==> src/rtl/calc_pkg.sv <==
// Shared types and default widths for the calculator command sequencer.
package calc_pkg;

  localparam int unsigned CALC_ADDR_W = 8;
  localparam int unsigned CALC_OPND_W = 8;
  localparam int unsigned CALC_SEL_W  = 4;
  localparam int unsigned CALC_ALU_W  = 16;
  localparam int unsigned CALC_DATA_W = 32;
  localparam int unsigned CALC_KEY_W  = 4;

  localparam logic [CALC_KEY_W-1:0] CALC_KEY_SEQ = 4'b1011;

  typedef enum logic [2:0] {
    ST_IDLE,
    ST_ACTIVE,
    ST_EXEC,
    ST_WRITE,
    ST_RD_REQ,
    ST_RD_CAP,
    ST_TX
  } state_t;

  typedef struct packed {
    logic                   rw;
    logic [CALC_ADDR_W-1:0] addr;
    logic [CALC_OPND_W-1:0] ina;
    logic [CALC_OPND_W-1:0] inb;
    logic [CALC_SEL_W-1:0]  sel;
  } cmd_t;

  function automatic logic is_busy(input state_t s);
    return s inside {ST_EXEC, ST_WRITE, ST_RD_REQ, ST_RD_CAP, ST_TX};
  endfunction

endpackage

==> src/rtl/calc_key_detect.sv <==
// Serial activation-key detector: LSB-entry shift register, 1-cycle match pulse,
// register cleared on a match so consecutive patterns never overlap.
module calc_key_detect
  import calc_pkg::*;
#(
  parameter int unsigned           KEY_W   = CALC_KEY_W,
  parameter logic [KEY_W-1:0]      KEY_SEQ = CALC_KEY_SEQ
) (
  input  logic clk,
  input  logic rst_n,
  input  logic en,
  input  logic key_in,
  output logic match_o
);

  logic [KEY_W-1:0] shift_q;
  logic [KEY_W-1:0] shift_d;
  logic [KEY_W-1:0] shifted;

  always_comb begin
    shifted = {shift_q[KEY_W-2:0], key_in};
    match_o = en && (shifted == KEY_SEQ);
    shift_d = shift_q;
    if (en) begin
      shift_d = match_o ? '0 : shifted;
    end
  end

  always_ff @(posedge clk or negedge rst_n) begin
    if (!rst_n) begin
      shift_q <= '0;
    end else begin
      shift_q <= shift_d;
    end
  end

endmodule

==> src/rtl/calc_seq_ctrl.sv <==
// Calculator command sequencer: key activation, ALU/memory/serializer sequencing.
// Optional one-entry pending-command slot enabled by `define CALC_CMD_QUEUE_EN.
module calc_seq_ctrl
  import calc_pkg::*;
#(
  parameter int unsigned           ADDR_W  = CALC_ADDR_W,
  parameter int unsigned           OPND_W  = CALC_OPND_W,
  parameter int unsigned           SEL_W   = CALC_SEL_W,
  parameter int unsigned           ALU_W   = CALC_ALU_W,
  parameter int unsigned           DATA_W  = CALC_DATA_W,
  parameter logic [CALC_KEY_W-1:0] KEY_SEQ = CALC_KEY_SEQ
) (
  input  logic              Clk,
  input  logic              Reset,
  input  logic              InputKey,
  input  logic              ValidCmd,
  input  logic              RW,
  input  logic [ADDR_W-1:0] Addr,
  input  logic [OPND_W-1:0] InA,
  input  logic [OPND_W-1:0] InB,
  input  logic [SEL_W-1:0]  Sel,
  output logic              AluEn,
  output logic [OPND_W-1:0] AluA,
  output logic [OPND_W-1:0] AluB,
  output logic [SEL_W-1:0]  AluSel,
  input  logic [ALU_W-1:0]  AluResult,
  output logic              MemWe,
  output logic              MemRe,
  output logic [ADDR_W-1:0] MemAddr,
  output logic [DATA_W-1:0] MemWdata,
  input  logic [DATA_W-1:0] MemRdata,
  output logic              SerStart,
  output logic [DATA_W-1:0] SerData,
  input  logic              SerDone,
  output logic              CalcActive,
  output logic              CalcMode,
  output logic              Busy
);

  state_t            state_q, state_d;
  cmd_t              cmd_q, cmd_d;
  logic [DATA_W-1:0] wdata_q, wdata_d;
  logic [DATA_W-1:0] ser_data_q, ser_data_d;
  logic              busy;
  logic              key_en;
  logic              key_match;
  cmd_t              in_cmd;
  logic              disp_valid;
  cmd_t              disp_cmd;

  assign busy   = is_busy(state_q);
  assign key_en = ~busy;
  assign in_cmd = '{rw: RW, addr: Addr, ina: InA, inb: InB, sel: Sel};

  calc_key_detect #(
    .KEY_W  (CALC_KEY_W),
    .KEY_SEQ(KEY_SEQ)
  ) u_key_detect (
    .clk    (Clk),
    .rst_n  (Reset),
    .en     (key_en),
    .key_in (InputKey),
    .match_o(key_match)
  );

`ifdef CALC_CMD_QUEUE_EN
  logic pend_valid_q, pend_valid_d;
  cmd_t pend_cmd_q, pend_cmd_d;

  // A parked command takes priority over a fresh strobe on return to ACTIVE.
  assign disp_valid = pend_valid_q | ValidCmd;
  assign disp_cmd   = pend_valid_q ? pend_cmd_q : in_cmd;

  always_comb begin
    pend_valid_d = pend_valid_q;
    pend_cmd_d   = pend_cmd_q;
    if (busy && ValidCmd && !pend_valid_q) begin
      pend_valid_d = 1'b1;
      pend_cmd_d   = in_cmd;
    end else if (state_q == ST_ACTIVE) begin
      pend_valid_d = 1'b0;
    end
  end

  always_ff @(posedge Clk or negedge Reset) begin
    if (!Reset) begin
      pend_valid_q <= 1'b0;
      pend_cmd_q   <= '0;
    end else begin
      pend_valid_q <= pend_valid_d;
      pend_cmd_q   <= pend_cmd_d;
    end
  end
`else
  assign disp_valid = ValidCmd;
  assign disp_cmd   = in_cmd;
`endif

  always_comb begin
    state_d    = state_q;
    cmd_d      = cmd_q;
    wdata_d    = wdata_q;
    ser_data_d = ser_data_q;
    case (state_q)
      ST_IDLE: begin
        if (key_match) state_d = ST_ACTIVE;
      end
      ST_ACTIVE: begin
        if (key_match) begin
          state_d = ST_IDLE;
        end else if (disp_valid) begin
          cmd_d   = disp_cmd;
          state_d = disp_cmd.rw ? ST_EXEC : ST_RD_REQ;
        end
      end
      ST_EXEC: begin
        wdata_d = DATA_W'(AluResult);
        state_d = ST_WRITE;
      end
      ST_WRITE:  state_d = ST_ACTIVE;
      ST_RD_REQ: state_d = ST_RD_CAP;
      ST_RD_CAP: begin
        ser_data_d = MemRdata;
        state_d    = ST_TX;
      end
      ST_TX: begin
        if (SerDone) state_d = ST_ACTIVE;
      end
      default: state_d = ST_IDLE;
    endcase
  end

  always_ff @(posedge Clk or negedge Reset) begin
    if (!Reset) begin
      state_q    <= ST_IDLE;
      cmd_q      <= '0;
      wdata_q    <= '0;
      ser_data_q <= '0;
    end else begin
      state_q    <= state_d;
      cmd_q      <= cmd_d;
      wdata_q    <= wdata_d;
      ser_data_q <= ser_data_d;
    end
  end

  // Read data bypasses the capture register during the start cycle so SerData
  // is already valid alongside SerStart and stays held through TX.
  assign SerData    = (state_q == ST_RD_CAP) ? MemRdata : ser_data_q;
  assign AluEn      = (state_q == ST_EXEC);
  assign AluA       = cmd_q.ina;
  assign AluB       = cmd_q.inb;
  assign AluSel     = cmd_q.sel;
  assign MemWe      = (state_q == ST_WRITE);
  assign MemRe      = (state_q == ST_RD_REQ);
  assign MemAddr    = cmd_q.addr;
  assign MemWdata   = wdata_q;
  assign SerStart   = (state_q == ST_RD_CAP);
  assign CalcActive = (state_q != ST_IDLE);
  assign CalcMode   = cmd_q.rw;
  assign Busy       = busy;

endmodule

==> config.mk <==
export PLATFORM = sky130hd
export DESIGN_NAME = calc_seq_ctrl
export DESIGN_NICKNAME = d
export VERILOG_FILES = /design/src/rtl/calc_pkg.sv /design/src/rtl/calc_key_detect.sv /design/src/rtl/calc_seq_ctrl.sv
export SDC_FILE = /design/constraint.sdc
export NUM_CORES = 1
export LEC_CHECK = 0
export ABC_AREA = 1
export CORE_MARGIN = 2
export CORE_UTILIZATION = 54
export CTS_CLUSTER_DIAMETER = 150
export DETAILED_ROUTE_END_ITERATION = 6
export DONT_BUFFER_PORTS = 1
export PLACE_DENSITY_LB_ADDON = 0.08
export SETUP_SLACK_MARGIN = 0.2
export SLEW_MARGIN = 25
export SYNTH_ARGS = -nofsm -noshare
export SYNTH_HDL_FRONTEND = slang
export SYNTH_SLANG_ARGS = --single-unit
==> constraint.sdc <==
create_clock -name Clk -period 2.2 [get_ports Clk]
set_input_delay 0.44 -clock Clk [delete_from_list [all_inputs] [get_ports Clk]]
set_output_delay 0.44 -clock Clk [all_outputs]
set_load 0.01 [all_outputs]
== Yosys cells after proc, flatten, opt, wreduce, memory -nomap -nowiden ==
Index checks and enable logic that the tools add are counted.

* Bits of input ports: 82
* Output and inout bits: 99
* Bits in registers: 83
* Logic and storage cells: 35

* Bitwise operators: 2
* Equality and inequality tests: 10
* Reductions and logical operators: 6
* Muxes and demuxes: 8

{| class="wikitable"
|+ Operator list
! cell !! count
|-
| $mux W32 || 1
|-
| $pmux W3 S7 || 1
|-
| $mux W3 || 6
|-
| $eq A3 B3 Y1 const B || 3
|-
| $eq A3 B2 Y1 const B || 2
|-
| $reduce_and A3 Y1 || 2
|-
| $reduce_bool A5 Y1 || 1
|-
| $eq A4 B4 Y1 const B || 1
|-
| $ne A2 B2 Y1 const B || 2
|-
| $eq A3 B1 Y1 const B || 1
|-
| $logic_not A3 Y1 || 1
|-
| $ne A3 B3 Y1 const B || 1
|-
| $reduce_bool A3 Y1 || 1
|-
| $not A1 Y1 || 2
|-
| $logic_and A1 B1 Y1 || 1
|}

== Longest topological paths before layout ==
Gate-level depths: netlist (run 1).

* Depth in word-level cells: 6
* Gate-level depth with buffers: 10
* Mapped depth without buffers: 8

== By module ==
From an unflattened synthesis (run 1), not the netlist that was laid out.

* Cells, all modules: 406
* Area total of the unflattened synthesis: 3474.6 µm²

{| class="wikitable"
|+ By module, submodules not included
! module !! seq. area each (µm²) !! area an instance (µm²) !! times used !! cells each
|-
| calc_seq_ctrl || 2001.9 || 3319.4 || 1 || 383
|-
| calc_key_detect || 75.1 || 155.1 || 1 || 23
|}

== Worst setup path after synthesis (run 1) ==
Ideal clock, no wire load.

* Kind: register to output
* From: reg state_q[0]
* To: out SerData[10]
* Path buffers: 1
* Slack: 0.547 ns
* Stages on the path, launching flop included: 8
* Data required time: 1.760 ns
* Data arrival time: 1.213 ns
* Cells stage by stage: dfrtp_1 inv_2 nor2_2 nand2_1 inv_1 buf_2 nand2_1 nand2_1

* Cells in the longest elaborated chain, start to end: 2

{| class="wikitable"
|+ Ends and longest elaborated chain
! item !! RTL line !! RTL
|-
| from (decl) || calc_seq_ctrl.sv:40 || <nowiki>state_t state_q, state_d;</nowiki>
|-
| from (signal assigned) || calc_seq_ctrl.sv:140 || <nowiki>state_q <= state_d;</nowiki>
|-
| $eq A3 B3 Y1 || - ||
|-
| named net SerStart || calc_seq_ctrl.sv:32 || <nowiki>output logic SerStart,</nowiki>
|-
| $mux W32 || - ||
|-
| to (decl) || calc_seq_ctrl.sv:33 || <nowiki>output logic [DATA_W-1:0] SerData,</nowiki>
|}

The timed path passes the listed nets, and every way through them passes these cells.

== Final worst setup path (run 1) ==
* From: reg state_q[0]
* To: out SerData[0]

* Cells in the longest elaborated chain, start to end: 2

{| class="wikitable"
|+ Ends and longest elaborated chain
! item !! RTL line !! RTL
|-
| $eq A3 B3 Y1 || calc_seq_ctrl.sv:149 || <nowiki>assign SerData = (state_q == ST_RD_CAP) ? MemRdata : ser_data_q;</nowiki>
|-
| $mux W32 || - ||
|}

Every way passes these cells.

==> results of run 1 <==
==> through the flow <==
stage	utilization, %	power (mW)	hold WS (ns)	cell area, µm²
global placement	55.21	4.327	0.1460	3446
detailed placement	55.21	4.410	0.1460	3446
global route	61.15	6.363	-0.2462	3816
finish	61.15	5.923	-0.2139	3816
CTS	60.91	5.958	-0.2370	3801
floorplan	-	4.065	0.1444	3495
==> power by group <==
group	internal [mW]	switching, mW	leakage, nW
Clock	0.932	0.516	0.137
Sequential	2.26	0.579	1.02
Combinational	0.542	1.10	0.964
Total	3.73	2.19	2.12
==> sequential cells by signal, summed over array words and instances, names as in the netlist <==
register / count
AluA: 8
AluSel: 4
MemWdata: 16
CalcMode: 1
u_key_detect.shift_q: 3
AluB: 8
state_q: 3
MemAddr: 8
ser_data_q: 32
==> cells by family after synthesis <==
family / share of synthesized area (%)
other: 0.1091
AO/OA/AOI/OAI: 4.803
flip-flops: 60.41
AND/OR/NAND/NOR: 24.20
buffers and inverters: 10.48
==> cell type report <==
cell class / instances / area, µm²
multi-input combinational: 263 / 1087
clock buffer: 12 / 155.1
clock inverter: 4 / 120.1
timing repair buffer: 11 / 126.4
inverter: 40 / 152.6
sequential: 83 / 2078
tap: 77 / 96.34
fill: 569 / 2425
==> what timing repair did <==
| action | 4_1_cts | 5_1_grt |
|---|---|---|
| hold endpoints to repair | 83 | 83 |
| resized for setup | 12 | 5 |
| pin swaps | 1 | 4 |
| gates cloned | 1 | 0 |
| setup buffers | 2 | 1 |
| endpoints found under the setup margin | 33 | 14 |
==> worst register-to-register path, cell delays in order, from the launching register on <==
cell and delay (ns):
dfrtp_2 0.43, buf_4 0.16, inv_2 0.07, nand2_1 0.06, nand2_2 0.12, nand2_4 0.10
nand3_2 0.09, buf_12 0.24, nand2_1 0.10, o21ai_1 0.09
==> final timing paths <==
check	startpoint	to	slack, ns	cells past startpoint
min reg2reg	u_key_detect.shift_q[2]$_DFFE_PN0P_	u_key_detect.shift_q[2]$_DFFE_PN0P_	0.50	2
min	Reset	AluA[1]$_DFFE_PN0P_	-0.21	0
min in group Clk	AluResult[11]	MemWdata[11]$_DFFE_PN0P_	0.20	2
max in group asynchronous	Reset	AluA[4]$_DFFE_PN0P_	2.28	0
max	state_q[0]$_DFFE_PN0P_	SerData[0]	0.31	7
max reg2reg	state_q[1]$_DFFE_PN0P_	AluA[7]$_DFFE_PN0P_	0.66	9
==> cell usage in the layout (no fill, tap or decap), drive strengths merged <==
cell type  netlist  final
conb             1     16
nand2          198    198
clkbuf           5     12
a21oi            1      1
buf             26     11
nand3            6      6
dfrtp           83     83
bufinv           0      4
o21ai           32     32
nor3             3      3
inv             40     40
nor2             7      7
==> routing by layer <==
layer  part of all wire, %  track usage (%)  up-vias
li1                      -                -     1195
met1                    43            27.85     1081
met5                     0                0        -
met3                   9.2            6.825       12
met4                   1.9            10.12        0
met2                    46            32.15      118
==> run metrics, run 1 <==
count leader, synth nand2_1; Post-DP HPWL 4.773 mm; Highest Clock Rate 528.2 MHz; Worst VDD drop 0.7203 mV; max-slew violations 0; number of buffer and inverter stages on the critical path 3; Post-Synthesis Cells 402; Worst Hold Class in -> async; vias in the first global route 2435; Synth Flop Type dfrtp_1; initial antenna violation count 0; post-place setup slack 0.4681 ns; top-area cell type share of the netlist area 60.41%; RSZ-0062 raised after global routing true; Hold Slack -0.2139 ns; crit start category flip-flop; fin cells 490; final hold violation count 83; Crit. End Element output pin; first-pass GRT wire length 11.75 mm; Worst Path Arrival 1.45 ns; list of most frequent post-synthesis cells nand2_1, dfrtp_1, inv_1; failing checks negative hold slack; Final TNS setup 0 ns; Static Leak 2.121 nW; Routed WL 7.006 mm; Initial Utilization 55.09%; CP Max Fanout 12; ranking of synthesized cells by area dfrtp_1, nand2_1, o21ai_1; vias per cell 4.910; Setup Skew 0.008844 ns; clk sinks 83; clk slew on worst S/H paths 0.08 ns; share of async-settable or async-resettable flops after synthesis 100.0%; DRC 0; via count 2406; pin count of the biggest net entering global routing 84; Synth Register Bits 83; die height 83.80 µm; DRT Pass-1 Iters 4; I/O pin count 181; Avg WL per Cell 14.30 µm; critical path, cell by cell inv_2, nor2_4, nand2_4, inv_4, buf_6, nand2_1, nand2_1; yosys warns 0; Clk Latency, worst-skew pair 0.35 ns; critical path data required time 1.76 ns; number of synthesized flops with an enable pin 0; syn avg cell area 8.553 µm²; clk buf depth 2; CP max-delay cell dfrtp_1; final global-route overflow total 0; Tot GR Track Use 21.22%; Die ar. 7022 µm²; PnR worst setup slack 0.3068 ns; critical path's most frequent cell nand2_1; crit-path leading delay family simple AND/OR/NAND/NOR gates; Nets 490; PD cells 1552 nW/µm²; CP Class reg -> out; total CTS buffers 9; # port buffers 0; run status finished, violations left; Layout area overhead 10.99%; Antenna Cells 0; post-placement cell count 470; area of the core 6241 µm²; die width 83.80 µm; post-synth top area cell dfrtp_1; final period utilization 86.05%; Netlist cell types 19; slowest stage delay, CP 0.36 ns; layout cells sized above 1 10.65%; post-synthesis sequential area ratio 60.41%; Row Count 29; drt first-iter violations 71; CTS root buffer clkbuf_8; CTS tree built; H-tree depth 3; GP Congestion 0.7700; final setup vio count 0; Post-Syn Area 3438 µm²; maxcap violations 0; minimum clock period 1.893 ns; Antenna Violating Nets Remaining 0
No activity file was read; power rests on OpenSTA's default activity.
==> inputs of run 2 (changes only) <==
- CORE_ASPECT_RATIO: unset -> 1.5
- clock period: 2.2 -> 1.8 ns (I/O delays scaled with it)
==> run 2 against run 1 <==
Sequential share of layout area down 5.5 points. Sequential power grew 24%. Worst setup slack got worse by 0.30 ns. Power up 32%. Routed wire length is 11% higher. Worst hold slack lost 0.079 ns. Global-route usage decreased by 0.61 points. The run still ends with negative hold slack left. First-iteration DRC count grew 69%. Utilization up 8.1 points. Register-to-register slack got worse by 0.46 ns. Via count increased by 4.3%. Critical path depth decreased by 1. Critical path type unchanged.
==> run metrics, run 2 (synthesized netlist as in run 1, its figures left out) <==
Tot GR Track Use 20.61%; Area after DPL 3450 µm²; clk buf depth 2; vias in the first global route 2365; Worst VDD drop 1.038 mV; DRT Pass-1 Iters 4; critical path data required time 1.44 ns; pin count of the biggest net entering global routing 84; number of flip-flops in the largest register 32; Clk Latency, worst-skew pair 0.35 ns; CP Max Fanout 17; Worst Hold Class in -> async; failing checks negative hold slack; Antenna Cells 0; Hold Slack -0.2929 ns; Row Count 35; commonest cells after routing, fill and taps aside nand2_1, dfrtp_1, nand2_2; initial antenna violation count 0; # port buffers 0; Final TNS setup 0 ns; Psw 2.991 mW; H-tree depth 3; Reg power frac 44.8%; total power 7.844 mW; CTS tree built; GP Congestion 0.7663; crit start category flip-flop; Antenna Violating Nets Remaining 0; combinational group share of total power 33.3%; run status finished, violations left; vias per cell 5.000; Core Util, Final 69.27%; Layout area overhead 23.51%; final hold violation count 83; Final Cell Area 4247 µm²; drt first-iter violations 120; PnR worst setup slack 0.007000 ns; Sw Share 38.13%; via count 2510; max-slew violations 0; Worst Path Arrival 1.43 ns; post-placement cell count 468; layout cells sized above 1 26.87%; post-place setup slack 0.1922 ns; minimum clock period 1.793 ns; Setup Skew 0.01424 ns; final setup vio count 0; Clk network pwr share 21.9%; Avg WL per Cell 15.47 µm; Crit. End Element output pin; DRC 0; fin cells 502; CTS root buffer clkbuf_8; CP Class reg -> out; Routed WL 7.764 mm; final global-route overflow total 0; Die ar. 7035 µm²; Initial Utilization 56.08%; total CTS buffers 9; maxcap violations 0; I/O pin count 181; area of the core 6131 µm²; Nets 505; Highest Clock Rate 557.7 MHz; die width 69.15 µm; first-pass GRT wire length 11.43 mm; PD cells 1847 nW/µm²; Top reg by flops ser_data_q; die height 101.7 µm; Static Leak 2.240 nW; clk sinks 83; Post-DP HPWL 4.852 mm; commonest non-fill, non-tap cell in the layout nand2_1; final period utilization 99.61%; RSZ-0062 raised after global routing true; clk slew on worst S/H paths 0.08 ns; internal power 4.853 mW
==> run 2: cell types whose count changed in the layout (fill, tap and decap cells not counted), moves of 3 or more <==
cell,previous run,this run
clkbuf_16,0,3
o21ai_2,0,4
o21ai_1,29,25
buf_6,1,4
nand2_2,8,46
nand2_1,188,139
buf_4,7,12
nand2_4,2,13
==> run 2: final timing paths <==
path	end	cells after the start	slack (ns)	start
max	SerData[10]	6	0.007	state_q[1]$_DFFE_PN0P_
max in group asynchronous	state_q[1]$_DFFE_PN0P_	0	1.96	Reset
max reg2reg	AluB[6]$_DFFE_PN0P_	9	0.20	state_q[1]$_DFFE_PN0P_
min in group Clk	MemWdata[4]$_DFFE_PN0P_	2	0.12	AluResult[4]
min reg2reg	u_key_detect.shift_q[2]$_DFFE_PN0P_	2	0.50	u_key_detect.shift_q[2]$_DFFE_PN0P_
min	MemWdata[0]$_DFFE_PN0P_	0	-0.29	Reset
==> run 2: worst max-delay path, stage by stage, from the launching register on <==
cell	delay, ns
dfrtp_2	0.43
nor2_4	0.14
nand2_4	0.08
buf_6	0.14
buf_12	0.15
nand2_1	0.07
nand2_2	0.09
==> run 2: routing by layer <==
layer / GRT usage, % / wire (µm)
met1: 25.33 / 2989
met2: 32.99 / 4015
met3: 8.159 / 703
met4: 7.994 / 55
met5: 0 / 0
==> run 2: power by group through the flow <==
stage	clock [mW]	combinational (mW)	sequential, mW
floorplan	0	1.61	3.36
global placement	0	1.81	3.50
detailed placement	0	1.89	3.50
CTS	1.76	2.29	3.50
global route	1.83	2.91	3.61
finish	1.72	2.61	3.51
==> run 2: repair_timing <==
item                                    in CTS  in global routing
gates cloned                                 3                  4
hold endpoints to repair                    83                 83
setup buffers                                7                  4
gates resized for setup                     72                 27
pin swaps                                   27                 11
endpoints found under the setup margin      37                 46
==> run 2: area by class of cell <==
type,count,area [µm²]
repair inverters,1,7.507
flip-flops and latches,83,2079
clock inverters,6,137.6
well taps,74,92.59
inverters,40,162.7
fillers,494,1884
clock buffers,10,127.6
multi-input cells,263,1299
repair buffers,25,340.3
==> inputs of run 3 (changes only) <==
- clock period: 1.8 -> 2.25 ns (I/O delays scaled with it)
==> run 3 against run 2 <==
The flow still finishes with violations (negative hold slack). Register-to-register slack better by 0.61 ns. Sequential cell count stayed put. Worst setup slack better by 0.29 ns. Clock-buffer cell count is 1 higher. Cell area is 13% lower. Global-route usage is 1.3 points lower. Sequential share of layout area is 7.0 points higher. Clock power is 37% lower. Power is 31% lower. Critical path type unchanged. Worst hold slack better by 0.090 ns. Non-clock buffer count is 17 lower. Largest power group unchanged. Combinational power is 39% lower.
==> run metrics, run 3 (synthesized netlist as in run 1, its figures left out) <==
run status finished, violations left; failing checks negative hold slack; # port buffers 0; final period utilization 86.73%; number of buffer and inverter stages on the critical path 2; H-tree depth 3; maxcap violations 0; layout cells sized above 1 9.804%; multi-input logic area 1082 µm²; post-place setup slack 0.4806 ns; area of the core 6131 µm²; Setup Skew 0.01164 ns; first-pass GRT wire length 10.66 mm; CP Class reg -> out; final setup vio count 0; Top reg by flops ser_data_q; crit start category flip-flop; Avg WL per Cell 14.45 µm; number of flip-flops in the largest register 32; Worst VDD drop 0.6615 mV; DRC 0; Row Count 35; max-slew violations 0; FF-to-FF Start state_q[2]$_DFFE_PN0P_; Die ar. 7035 µm²; Initial Utilization 56.08%; Crit. End Element output pin; final global-route overflow total 0; total power 5.430 mW; Antenna Cells 0; critical path data required time 1.80 ns; CP max-delay cell dfrtp_2; slowest stage delay, CP 0.43 ns; drt first-iter violations 107; commonest cells after routing, fill and taps aside nand2_1, dfrtp_1, inv_1; die width 69.15 µm; Sequential cell area 2078 µm²; CP Max Fanout 16; I/O pin count 181; total CTS buffers 9; Worst Hold Class in -> async; Hold Slack -0.2029 ns; Layout area overhead 7.969%; crit-path leading delay family simple AND/OR/NAND/NOR gates; Final TNS setup 0 ns; Filler Cell Count 563; Final Cell Area 3712 µm²; Highest Clock Rate 512.5 MHz; GP Congestion 0.7319; CTS tree built; critical path's most frequent cell nand2_1; Clk Latency, worst-skew pair 0.34 ns; via count 2402; clk buf depth 2; R2R Path End AluB[3]$_DFFE_PN0P_; PD cells 1463 nW/µm²; clk sinks 83; initial antenna violation count 0; PnR worst setup slack 0.2986 ns; die height 101.7 µm; CTS root buffer clkbuf_8; Routed WL 6.963 mm; clk slew on worst S/H paths 0.08 ns; pin count of the biggest net entering global routing 84; vias in the first global route 2236; minimum clock period 1.951 ns; vias per cell 4.983; Tot GR Track Use 19.27%; commonest non-fill, non-tap cell in the layout nand2_1; Nets 487; Antenna Violating Nets Remaining 0; Worst Path Arrival 1.50 ns; worst reg2reg setup slack 0.81 ns; DRT Pass-1 Iters 5; Post-DP HPWL 4.723 mm; final hold violation count 83; Worst Reg-to-Reg Cells 8; Area after DPL 3427 µm²; critical path, cell by cell nor2_2, nand2_2, inv_4, clkbuf_16, nand2_1, nand2_1; Static Leak 2.062 nW; RSZ-0062 raised after global routing false
run 3: cell types whose count changed in the layout (fill, tap and decap cells not counted), sizes merged:
cell	delta
clkbuf	-1
clkinvlp	-1
buf	-15
bufinv	-2
clkinv	-1
run 3: report_power, final:
| group | leakage (nW) | switching (mW) | total, mW | internal (mW) |
|---|---|---|---|---|
| logic | 0.942 | 1.06 | 1.58 | 0.517 |
| registers | 1.02 | 0.557 | 2.76 | 2.21 |
| clock network | 0.0992 | 0.474 | 1.09 | 0.613 |
run 3: worst max-delay path by stage:
stage / start / end / slack [ns] / cells past startpoint
final: state_q[1]$_DFFE_PN0P_ / SerData[9] / 0.30 / 6
after global routing: state_q[0]$_DFFE_PN0P_ / SerData[18] / 0.21 / 7
after CTS: state_q[1]$_DFFE_PN0P_ / SerData[16] / 0.21 / 6
after detailed placement: state_q[0]$_DFFE_PN0P_ / SerData[25] / 0.48 / 7
after global placement: state_q[0]$_DFFE_PN0P_ / SerData[8] / 0.53 / 7
after floorplan: state_q[0]$_DFFE_PN0P_ / SerData[10] / 0.59 / 7
run 3: cell type report:
class	count	area share, %
Timing Repair Buffer	8	2.966
Sequential cell	83	55.98
Tap cell	74	2.494
Inverter	40	4.112
Multi-Input combinational cell	263	29.15
Clock buffer	11	3.539
Clock inverter	3	1.753
run 3: through the flow:
step                util [%]  hold slack, ns  std cells
floorplan                  -          0.1544        417
global placement       55.90          0.1560        465
detailed placement     55.90          0.1565        465
CTS                    59.49         -0.2236        480
global route           60.55         -0.2333        482
finish                 60.55         -0.2029        482
run 3: per-layer routing:
metal  vias up  wire (µm)  global-route usage (%)
li1       1187          -                       -
met1      1084       2797                   23.09
met2       121       3359                   30.25
met3        10        690                   8.358
met4         0        115                   8.899
met5         -          0                       0
run 3: repair_timing:
item                                    in CTS  in global routing
pin swaps                                    0                  0
endpoints found under the setup margin      33                 33
resized for setup                            4                 14
hold endpoints to repair                    83                 83
buffers inserted                             1                  1
gates cloned                                 0                  1
==> variant 1, RTL diff (config.mk and constraints of run 3) <==
Add an input register stage for `AluResult`, without a reset; this delays it by one clock. The other inputs are not delayed to match.
--- a/src/rtl/calc_seq_ctrl.sv
+++ b/src/rtl/calc_seq_ctrl.sv
@@ -36,6 +36,12 @@
   output logic              CalcMode,
   output logic              Busy
 );
+
+  logic [ALU_W-1:0] AluResult_q;
+
+  always_ff @(posedge Clk) begin
+    AluResult_q <= AluResult;
+  end
 
   state_t            state_q, state_d;
   cmd_t              cmd_q, cmd_d;
@@ -114,7 +120,7 @@
         end
       end
       ST_EXEC: begin
-        wdata_d = DATA_W'(AluResult);
+        wdata_d = DATA_W'(AluResult_q);
         state_d = ST_WRITE;
       end
       ST_WRITE:  state_d = ST_ACTIVE;
Behaviour: not the same (Yosys sat finds a counterexample within 10 cycles, from zero or initial values and one cycle with Reset low).
==> variant 1 against run 3 <==
The run still ends with negative hold slack left. Worst setup slack lost 0.0061 ns. Fmax down 0.31%. Final area increased by 12%. Utilization grew 0.059 points. Sequential cell count increased by 16. Clock power up 4%. Combinational power grew 24%. Final cell count rose by 4.6%. Power grew 14%. First-iteration DRC count shrank 5.6%. Synthesized area rose by 11%. Routed wire length is 6.8% higher. Critical endpoint is now SerData[6].
==> variant 1: results (changes against run 3) <==
stage,metric,value,unit,change
run_status,status,"finished, violations left",,
run_status,violations,negative hold slack,,
placement,dp_slack,0.301,ns,-0.180 ns
sta,fin_skew,0.0104,ns,-0.00121 ns
detailed_routing,wl_per_cell,14.8,um,+2.2%
min_path,hold_class,in -> async,,
layout,drive_gt1_share,14.3,%,+4.5 points
cts,ctsLongestPathBuffers,2,,unchanged
synth,postSynth.asyncResetShare,83.8,%,-16 points
synth,synthCells,415,,+3.2%
layout,largest_register,ser_data_q,,
detailed_routing,via_count,2450,,+2.0%
critical_path,critical-path-max-stage-delay,0.41,ns,-0.02 ns
synth,synth_commonest_cells,"nand2_1 (193), dfrtp_1 (83), inv_1 (35), buf_4 (18), o21ai_0 (17)",,
sta,hold_slack,-0.227,ns,-0.0238 ns
synth,ys_top_cells_by_area,"dfrtp_1 (54%), nand2_1 (19%), dfxtp_1 (8.4%)",,
synth,yosysUniqueCellTypes,23,,+4
cts,clk_pin_slew_worst_paths,0.09,ns,
layout,n_antenna_cell,0,,unchanged
layout,layout.cells.non_filler,504,,+4.6%
global_route,grt_max_degree,84,,unchanged
synth,synth_compound_area_share,4.72,%,-0.081 points
power,vdd_ir_drop_max,0.000784,V,+19%
synth,yosysSeqAreaShare,62.8,%,+2.4 points
placement,io_buffers,0,,unchanged
placement,gp_congestion,0.755,,+3.1%
global_route,grt_pass1_wl,11300,um,+5.7%
detailed_routing,drt_iter0_markers,101,,-5.6%
placement,dp.cells,480,,+3.2%
global_route,antenna_found_initial,0,,unchanged
synth,yosys.area_share.adder,0,%,unchanged
critical_path,crit_path_max_fanout,16,,unchanged
critical_path,crit_family,buffers and inverters,,
global_route,grt_pass1_vias,2374,,+6.2%
cts,clk_latency,0.36,ns,+0.02 ns
power,leakagePower,2.24,nW,+8.5%
placement,dp_hpwl,4950,um,+4.7%
global_route,track_usage,19.1,%,-0.16 points
detailed_routing,drtPass1Iterations,4,,-1
critical_path,slowest_stage,dfrtp_1,,
sta,hold_viol_final,83,,unchanged
global_route,grt.overflow.total,0,,unchanged
[variant 1: cell count changes after synthesis, moves of 3 or more]
cell	run 3	this run
dfxtp_1	0	16
o21ai_2	0	4
o21ai_1	29	11
nand2_1	196	193
o21ai_0	3	17
[variant 1: cells by family after synthesis]
kind of cell | count (synthesis)
and+or+nand+nor | 212
DFF | 99
buffers and inverters | 70
AOI/OAI and AO/OA | 33
other | 1
[variant 1: final timing paths]
check / slack (ns) / start / to
worst max register to register: 0.52 / state_q[1] / AluA[7]
worst min register to register: 0.42 / AluResult_q[12] / MemWdata[12]
max in group asynchronous: 2.34 / Reset / state_q[2]
min in group Clk: 0.11 / AluResult[3] / AluResult_q[3]
worst min-delay path: -0.23 / Reset / AluB[5]
worst max-delay path: 0.29 / state_q[0] / SerData[6]
[variant 1: area by class of cell]
cell class | count | area (um2)
fillers | 640 | 2700
flip-flops and latches | 99 | 2400
multi-input cells | 261 | 1150
clock buffers | 13 | 191
inverters | 38 | 155
repair buffers | 11 | 133
well taps | 78 | 97.6
clock inverters | 3 | 16.3
repair inverters | 1 | 11.3
[variant 1: layer usage]
metal | part of all wire [%] | GRT usage [%] | up-vias
li1 | - | - | 1224
met1 | 39 | 21.6 | 1108
met2 | 51 | 31.8 | 109
met3 | 9.2 | 7.71 | 9
met4 | 1.5 | 7.54 | 0
met5 | 0 | 0 | -
[variant 1: what timing repair did]
item                       CTS  global route
setup endpoints to repair   34            33
cloned                       2             0
hold endpoints to repair    83            83
gates resized for setup     12            22
buffers inserted             5             1
[variant 1: power breakdown]
part / total [mW] / switching, mW / internal (mW)
Sequential: 3.08 / 0.574 / 2.51
Combinational: 1.96 / 1.30 / 0.660
Clock: 1.13 / 0.570 / 0.565
[variant 1: through the flow]
stage               instance area, um2  total power, mW
floorplan                         3870             4.55
global placement                  3770             4.81
detailed placement                3770             4.87
CTS                               4090             6.14
global route                      4150             6.62
finish                            4150             6.18
==> variant 2, RTL diff (flow settings as in run 3) <==
Without the edit above. The option `CALC_CMD_QUEUE_EN` is turned on by a define.
--- a/src/rtl/calc_seq_ctrl.sv
+++ b/src/rtl/calc_seq_ctrl.sv
@@ -1,5 +1,7 @@
 // Calculator command sequencer: key activation, ALU/memory/serializer sequencing.
 // Optional one-entry pending-command slot enabled by `define CALC_CMD_QUEUE_EN.
+`define CALC_CMD_QUEUE_EN
+
 module calc_seq_ctrl
   import calc_pkg::*;
 #(
Check against the original RTL: not equivalent (Yosys sat finds a counterexample within 10 cycles, from zero or initial values and one cycle with Reset low).
==> variant 2 against run 3 <==
Synthesized area is 41% higher. Via count is 44% higher. Final area is 56% higher. Highest routed layer unchanged. Clock power grew to 2.8 times the old value. Critical path type unchanged. Critical path depth is 1 higher. Power is 78% higher. Die area is 39% higher. Sequential cell count is 30 higher. The run still ends with negative hold slack left. Routed wire length is 50% higher. Count of clock-buffer cells in the layout is 10 higher. Worst setup slack worse by 0.083 ns.
==> variant 2: results (changes against run 3) <==
stage,metric,value,unit,change
run_status,status,"finished, violations left",,
run_status,violations,negative hold slack,,
placement,dp.cells,650,,+40%
detailed_routing,wl_met3,646,um,-6.4%
sta,hold_slack,-0.267,ns,-0.0645 ns
synth,netlist.area_leader.share,58.4,%,-2.0 points
critical_path,critical-path-max-stage-delay,0.40,ns,-0.03 ns
global_route,use_met2,34.0,%,+3.8 points
critical_path,crit_path_max_fanout,7,,-9
cts,clk_latency,0.41,ns,+0.07 ns
critical_path,endpoint,SerData[4],,
detailed_routing,wl_met2,5430,um,+62%
layout,layout.cells.non_filler,693,,+44%
global_route,grt_max_degree,114,,+36%
global_route,grt_pass1_wl,15400,um,+44%
sta,hold_viol_final,113,,+36%
global_route,track_usage,21.0,%,+1.7 points
placement,dp_slack,0.412,ns,-0.0690 ns
synth,yosysUniqueCellTypes,23,,+4
critical_path,timing.rr.start,state_q[0],,
critical_path,reg2regPathDepth,6,,-2
detailed_routing,drtPass1Iterations,4,,-1
critical_path,crit_family,flip-flops,,
critical_path,worstPathArrival,1.58,ns,+0.08 ns
cts,h-tree-depth,4,,+1
power,vdd_ir_drop_max,0.000963,V,+46%
cts,cts_setup_buffers,6,,+5
detailed_routing,routed_wl,10500,um,+50%
-- variant 2: changes by cell type after synthesis, sizes merged, moves of 2 or more --
cell / delta
o21ai: +59
nand2: +55
dfrtp: +30
buf: +6
clkbuf: +5
a21oi: +2
nor3: -2
-- variant 2: area by class of cell --
| type | instances | area, um2 | area share, % |
|---|---|---|---|
| Sequential cell | 113 | 2830 | 48.9 |
| Multi-Input combinational cell | 382 | 1800 | 31.0 |
| Clock buffer | 21 | 460 | 7.96 |
| Clock inverter | 11 | 208 | 3.59 |
| Timing Repair Buffer | 15 | 186 | 3.22 |
| Inverter | 41 | 166 | 2.88 |
| Tap cell | 110 | 138 | 2.38 |
-- variant 2: logic make-up after synthesis --
family | Yosys count | share of synthesized area (%)
AOI/OAI and AO/OA | 94 | 9.88
xor gates and xnor gates | 1 | 0.336
buffers and inverters | 83 | 8.97
DFF | 113 | 58.4
other | 1 | 0.0775
and+or+nand+nor | 270 | 22.3
